File: src/rtl/queue_ctl_pkg.sv
// rtl/queue_ctl_pkg.sv - shared constants for the queue sequencer/arbiter slice
package queue_ctl_pkg;

    localparam int DATA_BITS_DEF  = 8;
    localparam int DEPTH_BITS_DEF = 4;

    localparam logic [0:0] ST_RUN   = 1'b0;
    localparam logic [0:0] ST_FLUSH = 1'b1;

endpackage

File: src/rtl/rr_arb2.sv
// rtl/rr_arb2.sv - two-way round-robin arbiter; last=1 means B won last, so A wins the next tie
module rr_arb2
    import queue_ctl_pkg::*;
(
    input  logic       clk_i,
    input  logic       reset_i,
    input  logic [1:0] req,
    input  logic       advance,
    output logic [1:0] gnt
);

    logic last_q, last_d;

    always_comb begin
        gnt = 2'b00;
        case (req)
            2'b01:   gnt = 2'b01;
            2'b10:   gnt = 2'b10;
            2'b11:   gnt = last_q ? 2'b01 : 2'b10;
            default: gnt = 2'b00;
        endcase
    end

    always_comb begin
        last_d = last_q;
        if (advance) last_d = gnt[1];
    end

    always_ff @(posedge clk_i or posedge reset_i) begin
        if (reset_i) last_q <= 1'b1;
        else         last_q <= last_d;
    end

endmodule

File: src/rtl/queue_ctl.sv
// rtl/queue_ctl.sv - merges producers A/B into one FIFO push port and drains it into a registered valid/ready stage
module queue_ctl
    import queue_ctl_pkg::*;
#(
    parameter int DATA_BITS = DATA_BITS_DEF,
    parameter int DHB       = DATA_BITS - 1
) (
    input  logic         clk_i,
    input  logic         reset_i,
    input  logic [DHB:0] a_dat_i,
    input  logic         a_req_i,
    output logic         a_ack_o,
    input  logic [DHB:0] b_dat_i,
    input  logic         b_req_i,
    output logic         b_ack_o,
    input  logic         flush_i,
    output logic         busy_o,
    output logic [DHB:0] q_dat_o,
    output logic         q_push_o,
    output logic         q_pop_o,
    output logic         q_oe_o,
    input  logic [DHB:0] q_dat_i,
    input  logic         q_full_i,
    input  logic         q_empty_i,
    output logic [DHB:0] dat_o,
    output logic         valid_o,
    input  logic         ready_i
);

    logic [0:0]   state_q, state_d;
    logic         valid_q, valid_d;
    logic [DHB:0] dat_q, dat_d;
    logic         run;
    logic         pop_ok;
    logic         space;
    logic         push;
    logic [1:0]   req;
    logic [1:0]   gnt;

    assign run = (state_q == ST_RUN);

    // In FLUSH the output stage is bypassed, so drain regardless of the consumer.
    assign pop_ok  = ~q_empty_i & (run ? (~valid_q | ready_i) : 1'b1);
    assign q_pop_o = pop_ok;
    assign q_oe_o  = ~q_empty_i;

    assign space    = ~q_full_i | pop_ok;
    assign req      = run ? {b_req_i, a_req_i} : 2'b00;
    assign push     = (|gnt) & space;
    assign q_push_o = push;
    assign a_ack_o  = gnt[0] & push;
    assign b_ack_o  = gnt[1] & push;

    rr_arb2 u_arb (
        .clk_i   (clk_i),
        .reset_i (reset_i),
        .req     (req),
        .advance (push),
        .gnt     (gnt)
    );

    always_comb begin
        q_dat_o = '0;
        if (gnt[0])      q_dat_o = a_dat_i;
        else if (gnt[1]) q_dat_o = b_dat_i;
    end

    always_comb begin
        state_d = state_q;
        valid_d = valid_q;
        dat_d   = dat_q;
        if (run) begin
            if (pop_ok) begin
                dat_d   = q_dat_i;
                valid_d = 1'b1;
            end else if (ready_i & valid_q) begin
                valid_d = 1'b0;
            end
            if (flush_i) begin
                state_d = ST_FLUSH;
                valid_d = 1'b0;
            end
        end else begin
            valid_d = 1'b0;
            if (q_empty_i) state_d = ST_RUN;
        end
    end

    always_ff @(posedge clk_i or posedge reset_i) begin
        if (reset_i) begin
            state_q <= ST_RUN;
            valid_q <= 1'b0;
            dat_q   <= '0;
        end else begin
            state_q <= state_d;
            valid_q <= valid_d;
            dat_q   <= dat_d;
        end
    end

    assign busy_o  = ~run;
    assign valid_o = valid_q;
    assign dat_o   = dat_q;

endmodule

File: config.mk
export PLATFORM = sky130hd
export DESIGN_NAME = queue_ctl
export DESIGN_NICKNAME = d
export VERILOG_FILES = /design/src/rtl/queue_ctl_pkg.sv /design/src/rtl/rr_arb2.sv /design/src/rtl/queue_ctl.sv
export SDC_FILE = /design/constraint.sdc
export NUM_CORES = 1
export LEC_CHECK = 0
export BUFFER_PORTS_ARGS = -buffer_cell sky130_fd_sc_hd__buf_4
export CAP_MARGIN = 20
export CORE_MARGIN = 2
export CORE_UTILIZATION = 35
export CTS_CLUSTER_DIAMETER = 40
export DETAILED_ROUTE_END_ITERATION = 16
export PLACE_DENSITY = 0.78
export SETUP_SLACK_MARGIN = 0.3
export SLEW_MARGIN = 20
export SYNTH_ARGS = -nofsm -noshare
export SYNTH_HDL_FRONTEND = slang
export SYNTH_SLANG_ARGS = --single-unit
File: constraint.sdc
create_clock -name clk_i -period 1.3 [get_ports clk_i]
set_input_delay 0.13 -clock clk_i [delete_from_list [all_inputs] [get_ports clk_i]]
set_output_delay 0.13 -clock clk_i [all_outputs]
set_load 0.01 [all_outputs]
==> summary.md <==
| Metric | Value |
|---|---|
| Core area | `1730 sq um` |
| Vias per cell | `a little under 5` |
| Share of layout cells above drive strength 1 | `roughly 72%` |
| Pwr Density | `roughly 1000 nW/um^2` |
| Final wirelength | `roughly 2200 um` |
| Nets | `about 160` |
| Cells after Synth | `60` |
| First-pass GRT wire length | `approximately 3000 um` |
| Setup TNS | `-1.40 ns` |
| Status | `complete, but fails checks` |
| Hold_ws | `approximately 0.032 ns` |
| Hold Fails Final Rpt | `0` |
| Synthesized area per cell | `10.6 sq um` |
| Initial core utilization | `around 37%` |
| Wire length per cell | `14.3 um` |
| Worst hold path type | `in2reg` |
| CTS clk-pin slew, worst paths | `roughly 0.07 ns` |
| Clock Sinks | `11` |
| Total Die Area | `2180 sq um` |
| Die height | `46.7 um` |
| CTS max path bufs | `2` |
| VDD IR max | `0.648 mV` |
| GP Congestion | `around 0.66` |
| Crit path DAT | `1.34 ns` |
| # IOs | `between 50 and 60` |
| Area Overhead vs Synth | `105%` |
| Distinct cells, synth | `19` |
| DR vias | `755` |
| Yosys Warn Count | `0` |
| Worst-margin pin slew | `0.429 ns` |
| Post-synth net total | `92` |
| Fmax | `slightly below 700 MHz` |
| Clock root buffer | `clkbuf_4` |
| Crit end category | `output pin` |
| Ant. Diodes | `0` |
| Netlist Area Pre-Place | `638 sq um` |
| Detailed Place HPWL | `approximately 1400 um` |
| # H-tree levels | `1` |
| ANT nets after route | `0` |
| GR Util All Layers | `roughly a fifth` |
| Die X | `roughly 47 um` |
| CTS tree | `done` |
| Largest net degree at the start of global routing | `13` |
| Crit path kind | `reg2out` |
| Type of origin of the critical path | `register` |
| Final Critical Period | `around 1.5 ns` |
| Antenna violations before repair | `0` |
| Slew Viols, Final | `0` |
| Detailed Routing Iterations Pass 1 | `3` |
| PortBufs | `54` |
| Design Power | `1.36 mW` |
| Final worst-path cycle share | `113%` |
| Grt ovf | `0` |
| Violated checks | `setup timing` |
| Final Util | `75.6%` |
| Slew margin rel. | `between 70% and 80%` |
| Sequential fraction of the synthesis area | `roughly 43%` |
| # setup viols final | `17` |
| CP Max Fanout | `5` |
| Drt drc | `0` |
| Vias in the first global route | `~700` |
| Clk Latency, worst-skew pair | `about 0.26 ns` |
| Unrepaired setup endpoints after global routing | `yes` |
| Critical path data required time | `around 1.2 ns` |
| Max Cap Viol | `0` |
| # rows | `15` |
| Starting DRT DRC Count | `13` |
| #FFs+latches synth | `11` |
| Clock skew | `around 0.0017 ns` |
| Worst setup margin | `-0.168 ns` |
| Total CTS buffers | `3` |
| LEAKAGE | `between 0.6 and 0.7 nW` |
==> logic make-up after synthesis <==
family | Yosys count | share of synthesized area, %
DFF | 11 | 43.3
AOI/OAI and AO/OA | 13 | 19.4
buffers and inverters | 6 | 4.12
and+or+nand+nor | 21 | 17.3
muxes | 9 | 15.9
==> path summary, 6_finish.rpt <==
check / from / endpoint / slack (ns) / depth (start not counted)
max reg2reg: busy_o / dat_o[0] / -0.01 / 4
min in group asynchronous: reset_i / dat_o[6] / 0.44 / 3
min: flush_i / valid_o / 0.03 / 2
max in group asynchronous: reset_i / u_arb.last_q / 0.53 / 3
min reg2reg: dat_o[2] / dat_o[2] / 0.52 / 1
max: u_arb.last_q / q_dat_o[7] / -0.17 / 4
==> per-stage QoR <==
stage | instance area [sq um] | setup slack (ns) | instances
2_1_floorplan | 663 | 0.139 | 60
3_3_place_gp | 1090 | 0.126 | 137
3_5_place_dp | 1090 | 0.106 | 137
4_1_cts | 1260 | -0.156 | 150
5_1_grt | 1310 | -0.241 | 153
6_report | 1310 | -0.168 | 153
==> power by group <==
group	switching, mW	internal, mW
combinational	0.255	0.406
sequential	0.0587	0.420
clock	0.105	0.119
total	0.418	0.945
==> Yosys cell counts <==
library cell | n | area (sq um)
dfstp_2 | 1 | 26.3
nor2_1 | 14 | 52.6
a2bb2oi_1 | 1 | 8.76
a32oi_1 | 8 | 70.1
mux2_2 | 9 | 101
nand3_4 | 1 | 17.5
nand2b_4 | 1 | 13.8
nand2_1 | 2 | 7.51
a211oi_1 | 1 | 7.51
a21oi_1 | 1 | 5.00
a21boi_2 | 1 | 11.3
nor2b_1 | 1 | 6.26
a31oi_4 | 1 | 21.3
nand4_1 | 1 | 6.26
inv_1 | 1 | 3.75
inv_2 | 2 | 7.51
buf_2 | 3 | 15.0
nand2b_1 | 1 | 6.26
dfrtp_1 | 10 | 250
==> layout make-up <==
cell class,instances,area [sq um]
Clock buffer,4,26.3
Fill cell,121,422
Inverter,3,11.3
Multi-Input combinational cell,44,419
Sequential cell,11,278
Tap cell,25,31.3
Timing Repair Buffer,66,539
==> state kept, by name, summed over array words and instances, names as in the netlist <==
signal and flops:
valid_o 1, dat_o 8, busy_o 1, u_arb.last_q 1
==> cell usage in the layout, fill, tap and decap left out <==
cell,synthesis,layout
a211oi_1,1,1
a21boi_4,0,1
a21oi_1,1,1
a2bb2oi_2,0,1
a31oi_4,1,1
a32oi_1,8,8
buf_4,0,54
buf_6,0,11
clkbuf_1,0,1
clkbuf_4,0,3
dfrtp_1,10,9
dfrtp_2,0,1
dfstp_2,1,1
dlygate4sd3_1,0,1
inv_1,1,1
inv_2,2,2
mux2_4,0,9
nand2_1,2,2
nand2b_4,1,3
nand3_4,1,1
nand4_1,1,1
nor2_1,14,11
nor2_2,0,2
nor2_4,0,1
nor2b_2,0,1
==> worst max-delay path, cell delays in order, from the launching register on <==
cell and delay (ns):
dfstp_2 0.58, nand2b_4 0.16, a32oi_1 0.10, nor2_1 0.12
buf_4 0.12
==> routing by layer <==
metal  global-route usage (%)  part of all wire (%)
met3                     3.92                    13
met2                     36.9                    51
met1                     19.8                    35
met4                     8.33                   1.3
met5                        0                     0
==> what timing repair did <==
action | CTS | global route
cloned | 2 | 0
endpoints found under the hold margin | 10 | 0
setup endpoints to repair | 23 | 24
hold buffers | 1 | 0
buffers inserted | 6 | 3
resized for setup | 20 | 6
pin swaps | 12 | 4
No activity file was read; power rests on OpenSTA's default activity.
